$ cat src/rtl/ethernet_frame_check.sv
// GMII receive frame checker: preamble/SFD detection, CRC-32 residue check, length classification.
// Define ETH_FRAME_CHECK_STATS_EN to build the good/bad frame counters.
module ethernet_frame_check #(
    parameter int unsigned MIN_FRAME_LEN = 64,
    parameter int unsigned MAX_FRAME_LEN = 1518,
    parameter int unsigned MIN_PREAMBLE  = 1,
    parameter int unsigned LEN_W         = 16,
    parameter int unsigned CNT_W         = 32
) (
    input  logic             clk,
    input  logic             reset,
    input  logic [7:0]       d,
    input  logic             en,
    input  logic             er,
    input  logic             stats_clear,
    output logic             status_valid,
    output logic             crc_ok,
    output logic             runt,
    output logic             oversize,
    output logic             rx_err,
    output logic             frame_ok,
    output logic [LEN_W-1:0] frame_len,
    output logic [CNT_W-1:0] good_frames,
    output logic [CNT_W-1:0] bad_frames
);

    localparam logic [31:0]      CRC_POLY    = 32'hEDB88320;
    localparam logic [31:0]      CRC_RESIDUE = 32'hDEBB20E3;
    localparam logic [LEN_W-1:0] MIN_LEN     = LEN_W'(MIN_FRAME_LEN);
    localparam logic [LEN_W-1:0] MAX_LEN     = LEN_W'(MAX_FRAME_LEN);
    localparam logic [2:0]       MIN_PRE     = 3'(MIN_PREAMBLE);

    typedef enum logic [1:0] {
        IDLE,
        PREAMBLE,
        DATA,
        DROP
    } state_t;

    state_t           state_q;
    logic [2:0]       pre_cnt_q;
    logic [31:0]      crc_q;
    logic [31:0]      crc_d;
    logic [LEN_W-1:0] len_q;
    logic             err_q;
    logic             crc_match;
    logic             is_runt;
    logic             is_over;

    // Whole byte folded into the reflected CRC in one cycle.
    always_comb begin
        crc_d = crc_q ^ {24'd0, d};
        for (int unsigned i = 0; i < 8; i++) begin
            crc_d = crc_d[0] ? ((crc_d >> 1) ^ CRC_POLY) : (crc_d >> 1);
        end
    end

    assign crc_match = (crc_q == CRC_RESIDUE);
    assign is_runt   = (len_q < MIN_LEN);
    assign is_over   = (len_q > MAX_LEN);

    always_ff @(posedge clk or posedge reset) begin
        if (reset) begin
            state_q      <= IDLE;
            pre_cnt_q    <= '0;
            crc_q        <= '1;
            len_q        <= '0;
            err_q        <= 1'b0;
            status_valid <= 1'b0;
            crc_ok       <= 1'b0;
            runt         <= 1'b0;
            oversize     <= 1'b0;
            rx_err       <= 1'b0;
            frame_ok     <= 1'b0;
            frame_len    <= '0;
        end else begin
            status_valid <= 1'b0;
            case (state_q)
                IDLE: begin
                    if (en) begin
                        if (d == 8'h55) begin
                            state_q   <= PREAMBLE;
                            pre_cnt_q <= 3'd1;
                        end else begin
                            state_q <= DROP;
                        end
                    end
                end
                PREAMBLE: begin
                    if (!en) begin
                        state_q <= IDLE;
                    end else if (er) begin
                        state_q <= DROP;
                    end else if (d == 8'h55) begin
                        if (pre_cnt_q != 3'd7) begin
                            pre_cnt_q <= pre_cnt_q + 3'd1;
                        end
                    end else if (d == 8'hD5 && pre_cnt_q >= MIN_PRE) begin
                        state_q <= DATA;
                        crc_q   <= '1;
                        len_q   <= '0;
                        err_q   <= 1'b0;
                    end else begin
                        state_q <= DROP;
                    end
                end
                DATA: begin
                    if (en) begin
                        crc_q <= crc_d;
                        if (len_q != '1) begin
                            len_q <= len_q + 1'b1;
                        end
                        if (er) begin
                            err_q <= 1'b1;
                        end
                    end else begin
                        state_q      <= IDLE;
                        status_valid <= 1'b1;
                        crc_ok       <= crc_match;
                        runt         <= is_runt;
                        oversize     <= is_over;
                        rx_err       <= err_q;
                        frame_ok     <= crc_match & ~is_runt & ~is_over & ~err_q;
                        frame_len    <= len_q;
                    end
                end
                DROP: begin
                    if (!en) begin
                        state_q <= IDLE;
                    end
                end
                default: state_q <= IDLE;
            endcase
        end
    end

`ifdef ETH_FRAME_CHECK_STATS_EN
    // Counters follow the registered record, so they lag the status fields by one cycle.
    always_ff @(posedge clk or posedge reset) begin
        if (reset) begin
            good_frames <= '0;
            bad_frames  <= '0;
        end else if (stats_clear) begin
            good_frames <= '0;
            bad_frames  <= '0;
        end else if (status_valid) begin
            if (frame_ok) begin
                if (good_frames != '1) begin
                    good_frames <= good_frames + 1'b1;
                end
            end else begin
                if (bad_frames != '1) begin
                    bad_frames <= bad_frames + 1'b1;
                end
            end
        end
    end
`else
    logic stats_clear_unused;
    assign stats_clear_unused = stats_clear;
    assign good_frames        = '0;
    assign bad_frames         = '0;
`endif

endmodule

$ cat config.mk
export PLATFORM = sky130hd
export DESIGN_NAME = ethernet_frame_check
export DESIGN_NICKNAME = d
export VERILOG_FILES = /design/src/rtl/ethernet_frame_check.sv
export SDC_FILE = /design/constraint.sdc
export NUM_CORES = 1
export LEC_CHECK = 0
export CAP_MARGIN = 20
export CORE_MARGIN = 2
export CORE_UTILIZATION = 38
export CTS_BUF_LIST = sky130_fd_sc_hd__clkbuf_16
export CTS_CLUSTER_DIAMETER = 30
export CTS_CLUSTER_SIZE = 24
export DETAILED_ROUTE_END_ITERATION = 10
export PLACE_DENSITY_LB_ADDON = 0.08
export SETUP_SLACK_MARGIN = 0.3
export SYNTH_ARGS = -nofsm -noshare
export SYNTH_HDL_FRONTEND = slang
export SYNTH_SLANG_ARGS = --single-unit
$ cat constraint.sdc
create_clock -name clk -period 2.2 [get_ports clk]
set_input_delay 0.22 -clock clk [delete_from_list [all_inputs] [get_ports clk]]
set_output_delay 0.22 -clock clk [all_outputs]
set_load 0.03 [all_outputs]
# After elaboration in Yosys (flattened, before gate mapping)
# Index checks and enable logic that the tools add are counted.
[op_classes]
add_sub_neg = 2
mul = 0
n_div = 0
order_cmp = 3
n_eq_ne = 21
shifts = 0
mux = 45
bitwise_logic = 16
n_reduce_logical = 11
[ops]
columns = ["cell", "count"]
rows = [
  ["2-to-1 mux 32 bit", 13],
  ["inverter 13 -> 14 bit", 8],
  ["2-to-1 mux 16 bit", 6],
  ["case mux 32 bit (2 select lines)", 1],
  ["equality test 32 bit (second input constant)", 1],
  ["case mux 16 bit (2 select lines)", 1],
  ["bitwise XOR 32 x 8 -> 32 bit", 1],
  ["!= test 2 bit (second input constant)", 12],
  ["AND reduction 7 bit", 3],
  ["2-to-1 mux 3 bit", 6],
  ["adder 16 x 1 -> 16 bit (second input constant)", 1],
  ["greater-than comparator 16 x 11 -> 1 bit (second input constant)", 1],
  ["< comparator 16 x 7 -> 1 bit (second input constant)", 1],
  ["!= test 16 bit (second input constant)", 1],
  ["2-to-1 mux 2 bit", 6],
  ["2-to-1 mux 1 bit", 9],
  ["equality test 8 x 7 -> 1 bit (second input constant)", 1],
  ["equality test 8 bit (second input constant)", 1],
  ["case mux 2 bit (3 select lines)", 1],
  ["case mux 3 bit (2 select lines)", 1],
  ["AND reduction 6 bit", 1],
  ["equality test 2 bit (second input constant)", 2],
  ["!= test 4 bit (second input constant)", 1],
  ["inverter 1 bit", 4],
  ["other kinds (12)", 15],
]
[word_totals]
register_bits = 76
latchBits = 0
ramBits = 0
romBits = 0
inputBits = 13
output_inout_bits = 86
elab_cells = 110
n_memories = 0

# Longest topological paths before layout
# Gate-level depths: netlist of run 1.
[logic_depth]
ltp_word = 19
mapped_depth = 9
mapped_depth_nobuf = 7

# Worst setup path after synthesis of run 1
# OpenSTA, ideal clock, no wires.
[synth_timing]
path_type = "register to register"
from = "register crc_q[1]"
to = "register crc_q[24]"
setup_ns = 0.073
arrival_ns = 1.911
t_required_ns = 2.127
path_slack_ns = 0.216
stages_incl_launch_ff = 6
n_path_buf = 0
synth_period_minus_slack_ns = 1.984
cell_sequence = "dfstp_2 -> xnor2_1 -> xnor2_2 -> xnor3_2 -> xor2_1 -> a21oi_1"
[synth_via]
elab_chain_len = 15
[synth_lines]
columns = ["item", "line", "text"]
rows = [
  ["start: declaration", "42", "logic [31:0] crc_q;"],
  ["start signal: assignment", "109", "crc_q <= crc_d;"],
  ["bitwise XOR 32 x 8 -> 32 bit (*)", "52", "crc_d = crc_q ^ {24'd0, d};"],
  ["2-to-1 mux 32 bit (*) (2 in a row)", "54", "crc_d = crc_d[0] ? ((crc_d >> 1) ^ CRC_POLY) : (crc_d >> 1);"],
  ["inverter 13 -> 14 bit (no line)", "-", ""],
  ["2-to-1 mux 32 bit (*) (2 in a row)", "54", ""],
  ["inverter 13 -> 14 bit (no line)", "-", ""],
  ["2-to-1 mux 32 bit (*)", "54", ""],
  ["inverter 13 -> 14 bit (no line)", "-", ""],
  ["2-to-1 mux 32 bit (*) (2 in a row)", "54", ""],
  ["inverter 13 -> 14 bit (no line)", "-", ""],
  ["2-to-1 mux 32 bit (*)", "54", ""],
  ["2-to-1 mux 32 bit (*)", "108", "if (en) begin"],
  ["case mux 32 bit (2 select lines) (*)", "78", "case (state_q)"],
]
# Every way passes the cells marked *; elsewhere a longest branch is shown, timed or not. The select of a mux whose other input is x is not followed.
# A chain may end at the register's enable or synchronous reset.

# Worst setup path after layout of run 1
[layout_timing]
from = "register crc_q[6]"
to = "register crc_q[25]"
[layout_via]
elab_chain_len = 12
[layout_lines]
columns = ["item", "line"]
rows = [
  ["bitwise XOR 32 x 8 -> 32 bit (*)", "52"],
  ["inverter 13 -> 14 bit (no line)", "-"],
  ["2-to-1 mux 32 bit (*) (8 in a row)", "54"],
  ["2-to-1 mux 32 bit (*)", "108"],
  ["case mux 32 bit (2 select lines) (*)", "78"],
]
# Marked as above.

==> results of run 1 <==
worst max-delay path: stages (launching register included):
cell	delay (ns)
sky130_fd_sc_hd__dfstp_2	0.55
sky130_fd_sc_hd__buf_6	0.12
sky130_fd_sc_hd__xor2_4	0.17
sky130_fd_sc_hd__xnor3_2	0.49
sky130_fd_sc_hd__buf_4	0.17
sky130_fd_sc_hd__xor2_1	0.16
sky130_fd_sc_hd__a21oi_1	0.17
metrics by stage:
| step | cells | area (µm²) | hold WS (ns) | TNS (ns) | util |
|---|---|---|---|---|---|
| 2_1_floorplan | 521 | 4910 | 0.364 | 0 | - |
| 3_3_place_gp | 663 | 5230 | 0.475 | -6.62 | 0.437 |
| 3_5_place_dp | 663 | 5230 | 0.478 | -7.31 | 0.437 |
| 4_1_cts | 683 | 5620 | 0.351 | 0 | 0.470 |
| 5_1_grt | 687 | 5770 | 0.388 | 0 | 0.482 |
| 6_report | 687 | 5770 | 0.336 | 0 | 0.482 |
final timing paths:
path / start / slack [ns] / to / cells past startpoint
setup reg to reg: crc_q[6] / 0.30 / crc_q[25] / 6
max in group asynchronous: reset / 1.51 / crc_q[13] / 3
min in group clk: d[5] / 0.39 / state_q[1] / 4
setup / recovery: crc_q[6] / 0.30 / crc_q[25] / 6
hold / removal: reset / 0.34 / oversize / 3
hold reg to reg: crc_q[0] / 0.49 / crc_q[0] / 2
sequential cells by signal, indices dropped and copies added (netlist names), 2 cells and up:
signal,count
frame_len,16
state_q,2
pre_cnt_q,3
len_q,16
crc_q,32
metal layers:
metal | global-route usage | vias to the layer above
met1 | 0.267 | 1657
li1 | - | 1621
met5 | 0 | -
met3 | 0.0254 | 18
met2 | 0.258 | 95
met4 | 0.0813 | 0
synth_stat cells, types with 2 or more instances:
cell type / number
sky130_fd_sc_hd__nor3_1: 4
sky130_fd_sc_hd__o21ai_0: 10
sky130_fd_sc_hd__a41oi_1: 2
sky130_fd_sc_hd__nand4b_1: 6
sky130_fd_sc_hd__ha_1: 4
sky130_fd_sc_hd__dfstp_2: 32
sky130_fd_sc_hd__and3_1: 3
sky130_fd_sc_hd__o22a_1: 5
sky130_fd_sc_hd__inv_1: 6
sky130_fd_sc_hd__dfrtp_1: 44
sky130_fd_sc_hd__buf_2: 2
sky130_fd_sc_hd__or3_1: 2
sky130_fd_sc_hd__and2_1: 2
sky130_fd_sc_hd__or4_1: 8
sky130_fd_sc_hd__nor4bb_1: 2
sky130_fd_sc_hd__o211ai_1: 10
sky130_fd_sc_hd__or2_2: 2
sky130_fd_sc_hd__nand3_1: 12
sky130_fd_sc_hd__mux2_2: 19
sky130_fd_sc_hd__a31oi_1: 16
sky130_fd_sc_hd__nand2_1: 26
sky130_fd_sc_hd__xnor2_1: 49
sky130_fd_sc_hd__buf_1: 2
sky130_fd_sc_hd__nor2_1: 36
sky130_fd_sc_hd__xnor2_2: 4
sky130_fd_sc_hd__and4_1: 2
sky130_fd_sc_hd__o31ai_1: 2
sky130_fd_sc_hd__o41ai_2: 2
sky130_fd_sc_hd__nor4_1: 3
sky130_fd_sc_hd__nand4_1: 6
sky130_fd_sc_hd__buf_4: 65
sky130_fd_sc_hd__xor2_1: 15
sky130_fd_sc_hd__clkbuf_1: 15
sky130_fd_sc_hd__a21oi_1: 20
cell type report:
type | count | area, µm² | area share
multi-input cells | 354 | 2520 | 0.438
inverters | 6 | 26.3 | 0.00456
well taps | 147 | 184 | 0.0319
flip-flops and latches | 76 | 1950 | 0.337
repair buffers | 89 | 806 | 0.140
clock inverters | 6 | 56.3 | 0.00976
clock buffers | 9 | 225 | 0.0391
kinds of logic (layout without fill, tap and decap cells):
group                      Yosys count  count (layout)
AOI/OAI and AO/OA                   74              74
xor gates and xnor gates            71              71
adders and majority gates            4               4
buffers and inverters               91             110
DFF                                 76              76
muxes                               20              20
other                                1              64
and+or+nand+nor                    121             121
cell usage in the layout (no fill, tap or decap), drive strengths merged, types with 8 or more instances in the layout:
cell type and instances:
nand3 12, nand2 27, buf 56, a31oi 16
xnor2 53, dfrtp 44, conb 64, o211ai 10
a21oi 20, dfstp 32, clkdlybuf4s50 29, or4 8
o21ai 11, xor2 16, clkbuf 9, nor2 36
mux2 19
what timing repair did:
| item | in CTS | in global routing |
|---|---|---|
| pin swaps | 7 | 8 |
| gates resized for setup | 13 | 24 |
| buffers inserted | 5 | 4 |
| hold buffers | 0 | 0 |
| endpoints found under the setup margin | 50 | 38 |
power groups by stage:
stage	clock network [mW]	logic [mW]	registers, mW
5_1_grt	1.56	5.52	2.73
2_1_floorplan	0	3.30	2.68
4_1_cts	1.49	4.93	2.64
6_report	1.46	5.10	2.64
3_5_place_dp	0	4.78	2.65
3_3_place_gp	0	4.79	2.64
==> summary by stage, run 1 <==
Floorplanning
The core region area is 12000 µm². From left edge to right edge, the die measures 114 µm. The number of cell rows is 40. 99 I/O pins were placed. The die covers 13100 µm². The effective utilization at floorplan is 0.387. From bottom edge to top edge, the die measures 114 µm.

Flow run
Across the run, the number of max-cap violations was 0.

Worst hold path
The class of the worst hold path is in -> async.

Timing
Dividing the final minimum period by the clock period gives 0.864. Setup repair after global routing could not meet its margin everywhere. The fmax is 0.526 GHz. The worst path setup slack after routing is 0.299 ns. Setup violations remaining at the end of the flow were counted as 0. The largest clock skew in the final design is 0.00563 ns.

The final hold violation count is 0. The final number of max-transition violations was 0. The time the final worst path needs with I/O delays and setup is 1.90 ns.

Synthesis
Of the total synthesized cell area, the portion taken by XOR and XNOR cells is 0.149. The compound-cell area share of the yosys netlist is 0.106. In this run the mean area of a mapped cell was 10.1 µm². The top flip-flop cell by instance count after synthesis is sky130_fd_sc_hd__dfrtp_1.

The number of enable-type register cells in the synthesized netlist is 0. The netlist uses 54 different library cells. Ranked by total cell area, the synthesized netlist is headed by sky130_fd_sc_hd__dfrtp_1, sky130_fd_sc_hd__dfstp_2, sky130_fd_sc_hd__buf_4. The biggest area contributor in the post-synthesis netlist is sky130_fd_sc_hd__dfrtp_1. The async set-or-reset flop fraction in the synthesized netlist is 1.00. The post-synthesis instance total is 458. For this run, the number of Yosys warnings is 0. The combinational family with the most area after synthesis is XOR/XNOR gates. The post-synthesis instance area is 4630 µm². The share of synthesized area in the top cell type comes to 0.238. The simple logic cell fraction of the synthesized area is 0.137. The synthesis-stage register bit count is 76. The post-synthesis mux area share is 0.0484. Of the total synthesized cell area, the portion taken by full adders, half adders and majority gates is 0.0108.

Of the synthesized area, sequential elements account for 0.420.

Placed design
OpenSTA, run right after detailed placement, puts the worst setup slack at -0.237 ns. The number of port buffers is 33. The HPWL after detailed placement is 7740 µm. The congestion estimate from routability-driven global placement came to 0.809.

GRT
The number of antenna violations at the first check in global routing was 0. The number of global-route vias before repair was 3250. The global-route wire length before repair is 17700 µm. Entering global routing, the biggest net connects 77 pins. The global router's overall resource usage is 0.180. After global routing the overflow that remains totals 0.

Drt
The routed layout has 3391 vias. The wire length on met3 is 452 µm. For this block, the initial DRC count from the detailed router was 157. Dividing the detail-routed via count by the number of cells gives 4.94. Detailed routing placed a total of 4960 µm of wire on met2. The first-pass iteration count of the detailed router is 4. The total detailed-routing wirelength is 11100 µm. After detailed routing, the average wire length per cell comes to 16.2 µm. In this run the remaining antenna-violating nets after routing total 0.

The post-detailed-route DRC marker count is 0. In the final routing, the length of wire on met1 measures 5460 µm. The highest routed metal layer is met4.

Power and ir drop
Summed over all cells, the static leakage comes to 2.44 nW. The sequential group share of total power is 0.287. The power density of the placed cells is 1600 nW/µm². Summed over all nets, the switching power comes to 3.57 mW. The internal power component is 5.64 mW.

The relative contribution of combinational cells to total power is 0.555. The switching share of power is 0.387. The total power consumption of the routed design is 9.20 mW. Of the total power, the clock network draws 0.158.

The peak ir drop on the vdd network is 0.516 mV.

Run status
The flow ran to the end, and the final reports show no timing, DRC or antenna violations.

Finish
0 antenna diodes ended up in the layout. The share of layout cells above drive strength 1 is 0.294. After filler insertion, the fill cell instance count of the layout stands at 1123. At the end of the flow, the number of nets in the layout was 553. The growth of design area from synthesis to finish is 24.7%.

Worst setup path
The worst setup path is captured at a flip-flop. The startpoint type of the worst setup path is a flip-flop. Along the worst path, the maximum fanout reaches 3. Data on the critical path is required at its endpoint by 2.47 ns. At the worst endpoint, the arrival time is 2.17 ns. The type of the setup path with the least slack is reg -> reg.

CTS
The maximum buffer depth of the clock tree is 2. The H-tree was split into 3 levels. The TritonCTS clock tree is yes.

The number of buffers inserted during clock tree synthesis is 9. The later pin in the worst-skew pair is clocked with a latency of 0.35 ns. CTS placed an instance of sky130_fd_sc_hd__clkbuf_16 at the clock tree root.

The clock sink count is 76. The clock transition time at the flip-flop clock pins of the worst setup and hold paths is 0.06 ns.
Note: power is estimated with default switching activity, not from simulation.
==> inputs of run 2 (changes only) <==
--- a/config.mk
+++ b/config.mk
@@ -5,7 +5,6 @@
 export SDC_FILE = /design/constraint.sdc
 export NUM_CORES = 1
 export LEC_CHECK = 0
-export CAP_MARGIN = 20
 export CORE_MARGIN = 2
 export CORE_UTILIZATION = 38
 export CTS_BUF_LIST = sky130_fd_sc_hd__clkbuf_16
==> results of run 2 <==
Final layout, timing and power as in run 1 (identical DEF).
==> inputs of run 3 (changes only) <==
--- a/config.mk
+++ b/config.mk
@@ -5,7 +5,7 @@
 export SDC_FILE = /design/constraint.sdc
 export NUM_CORES = 1
 export LEC_CHECK = 0
-export CORE_MARGIN = 2
+export CORE_MARGIN = 3
 export CORE_UTILIZATION = 38
 export CTS_BUF_LIST = sky130_fd_sc_hd__clkbuf_16
 export CTS_CLUSTER_DIAMETER = 30
==> constraint.sdc (replaced) <==
create_clock -name clk -period 2.39 [get_ports clk]
set_input_delay 0.239 -clock clk [delete_from_list [all_inputs] [get_ports clk]]
set_output_delay 0.239 -clock clk [all_outputs]
set_load 0.03 [all_outputs]
==> run 3 against run 2 <==
Against the previous run:
- critical path type unchanged
- power is 14% lower
- die area is 3.5% higher
- via count is 1.2% lower
- critical endpoint is now frame_ok
- clock power is 10% lower
- clock skew is 0.00094 ns lower
- global-route usage is 1.3 points lower
- sequential share of layout area is 1.7 points higher
- critical path depth is 1 lower
- routed wire length is 2.2% lower
==> summary by stage, run 3 (synthesized netlist as in run 1, its figures left out) <==
Floorplanning
The number of cell rows came to 39 (-2.5%). The core region area came to 11700 µm² (-2.5%). The die span in x is 116 µm (+1.7%). The overall die area is 13500 µm² (+3.5%). The top-level port count is 99 (unchanged). The die height is 116 µm (+1.7%).

The effective utilization at floorplan is 0.397 (+0.00992).

Drt
The via density per instance was 5.00 (+1.2%). The count of antenna-violating nets left after detailed routing is 0 (unchanged). The total detailed-routing wirelength is 10900 µm (-2.2%). The first-pass iteration count of the detailed router is 4 (unchanged). The number of vias in the routed layout was 3352 (-1.2%). The DRC marker count from the first detailed-route iteration came to 230 (+46%). The post-detailed-route DRC marker count came to 0 (unchanged). The detailed-route wire length per cell is 16.2 µm (+0.16%).

Finish
The area occupied by multi-input gates is 2380 µm² (-5.5%). The number of filler instances in the final layout is 1120 (-0.27%). The share of layout cells above drive strength 1 is 0.254 (-0.0407). The total number of nets in the final design came to 540 (-2.4%). In the layout the commonest cells are sky130_fd_sc_hd__conb_1, sky130_fd_sc_hd__xnor2_1, sky130_fd_sc_hd__dfrtp_1, sky130_fd_sc_hd__buf_4, sky130_fd_sc_hd__nor2_1. The combined flip-flop and latch cell area is 1940 µm² (-0.13%). The flip-flop count of the largest register after layout came to 32 (unchanged). The diode insertion count for antenna repair is 0 (unchanged).

More flip-flops sit in one register than any other, and that register is crc_q. The cell area after layout is 5490 µm² (-4.9%). The largest registers in the layout are crc_q: 32 flops, frame_len: 16 flops, len_q: 16 flops. The growth of design area from synthesis to finish is 18.6%. The library cell used most frequently in the layout, excluding fill and tap cells, is sky130_fd_sc_hd__conb_1.

GRT
The fraction of met2 tracks used by global routing is 0.244 (-0.0139). The largest net degree at the start of global routing is 33 (-57%). The number of global-route vias before repair came to 3151 (-3.0%). The number of antenna violations at the first check in global routing is 0 (unchanged). The met3 track utilization from global routing is 0.0280 (+0.00257). The met1 track demand over resource is 0.250 (-0.0168). The global router's overall resource usage is 0.167 (-0.0125).

The total grt overflow is 0 (unchanged). The global-route wire length before repair is 17300 µm (-2.8%). The layer carrying the most global-route usage is met1.

Worst setup path
The worst setup path is captured at a flip-flop. The slowest stage of the critical path is the sky130_fd_sc_hd__or4b_2 cell. The startpoint type of the worst setup path is a flip-flop. The number of buffers and inverters on the critical path is 0 (-2). Walking the worst path, the cells encountered are or4b_2 > nor4_2 > and3_1 > nand4_1 > o31ai_2. The arrival time of data at the critical path endpoint was 2.27 ns (+0.10 ns). The worst reg2reg path startpoint is crc_q[6].

The family of cells with the greatest summed delay on the critical path is simple AND/OR/NAND/NOR gates. The data required time at the worst endpoint came to 2.64 ns (+0.17 ns). Tracing the worst setup path back leads to its startpoint at crc_q[6]. The worst stage delay on the critical path is 0.61 ns (+0.06 ns). The maximum fanout count along the critical path was 2 (-1). The type of the setup path with the least slack is reg -> reg.

Power and ir drop
The sequential group share of total power is 0.305 (+0.018). The internal power component is 4.81 mW (-15%). The total net switching power is 3.08 mW (-14%). The peak ir drop on the vdd network is 0.550 mV (+6.5%). The relative contribution of combinational cells to total power came to 0.528 (-0.027). The part of the total power dissipated in the clock network is 0.167 (+0.009). The leakage power figure is 2.29 nW (-5.9%).

The switching share of power is 0.391 (+0.00310). The power density of the placed cells came to 1440 nW/µm² (-9.9%).

Timing
The final setup violation count is 0 (unchanged). The final critical-path share of the clock period is 0.845 (-0.0191). At the pin with the least slew margin, the transition time is 0.698 ns. The fmax is 0.495 GHz (-5.9%). The final number of max-transition violations is 0 (unchanged). The final hold slack is 0.284 ns (-0.0524 ns). The relative slew slack is 0.531. The time the final worst path needs with I/O delays and setup is 2.02 ns (+0.119 ns). Setup repair after global routing left no endpoint under its margin. The final hold violation count came to 0 (unchanged).

The summed negative setup slack over all endpoints is 0 ns (unchanged). The largest clock skew in the final design is 0.00469 ns (-0.000937 ns).

CTS
The clock sink count came to 76 (unchanged). TritonCTS built the clock tree. The insertion delay of the later-clocked pin in the worst-skew pair is 0.34 ns (about the same). The number of H-tree levels is 3 (unchanged). The clock transition time at the flip-flop clock pins of the worst setup and hold paths was 0.06 ns (about the same).

The root buffer selected by CTS is sky130_fd_sc_hd__clkbuf_16. The maximum buffer depth of the clock tree is 2 (unchanged). The number of buffers inserted during clock tree synthesis is 9 (unchanged).

Worst hold path
In this run the worst hold path is classified as in -> async.

Run status
The flow ran to the end, and the final reports show no timing, DRC or antenna violations.

Placed design
The placed standard-cell area is 5100 µm² (-2.6%). The number of port buffers is 33 (unchanged). The global placement routability congestion is 0.810 (+0.15%). The HPWL after detailed placement came to 7780 µm (+0.55%).

Flow run
The total of max-cap violations is 0 (unchanged).
-- run 3: area by class of cell --
cell class | instances | area share
clock buffer | 9 | 0.0410
sequential | 76 | 0.354
tap | 143 | 0.0326
inverter | 6 | 0.00479
clock inverter | 7 | 0.0107
timing repair buffer | 76 | 0.122
multi-input combinational | 354 | 0.435
-- run 3: worst paths after layout --
check / to / slack, ns / cells after the start
setup / recovery: frame_ok / 0.37 / 5
hold / removal: state_q[0] / 0.28 / 2
setup reg to reg: frame_ok / 0.37 / 5
hold reg to reg: crc_q[0] / 0.50 / 2
max in group asynchronous: crc_q[29] / 1.46 / 3
min in group clk: crc_q[0] / 0.50 / 2
-- run 3: through the flow --
stage                     setup slack [ns]  power, mW  utilization  std cells
after floorplan                      0.406       5.45            -        521
after global placement             -0.0383       6.50        0.437        649
after detailed placement           -0.0662       6.51        0.437        649
after CTS                            0.313       7.89        0.463        667
after global routing                 0.259       8.43        0.470        671
final                                0.370       7.89        0.470        671
-- run 3: power by group through the flow --
stage / Clock, mW / Sequential [mW] / Combinational [mW]
floorplan: 0 / 2.45 / 3.00
global placement: 0 / 2.42 / 4.08
detailed placement: 0 / 2.43 / 4.08
CTS: 1.35 / 2.41 / 4.13
global route: 1.43 / 2.49 / 4.51
finish: 1.31 / 2.41 / 4.16
-- run 3: what timing repair did --
action / 4_1_cts / 5_1_grt
setup endpoints to repair: 3 / 33
hold buffers: 0 / 0
setup buffers: 2 / 4
gates resized for setup: 1 / 12
pin swaps: 4 / 2
-- run 3: routing by layer --
| layer | routed length [µm] | up-vias |
|---|---|---|
| li1 | - | 1602 |
| met5 | 0 | - |
| met2 | 4790 | 103 |
| met1 | 5380 | 1633 |
| met4 | 160 | 0 |
| met3 | 543 | 14 |
-- run 3: worst reg2reg max path: stages (launching register included) --
cell and delay (ns):
sky130_fd_sc_hd__dfstp_2 0.54, sky130_fd_sc_hd__or4b_2 0.61, sky130_fd_sc_hd__nor4_2 0.15, sky130_fd_sc_hd__and3_1 0.20, sky130_fd_sc_hd__nand4_1 0.18, sky130_fd_sc_hd__o31ai_2 0.26
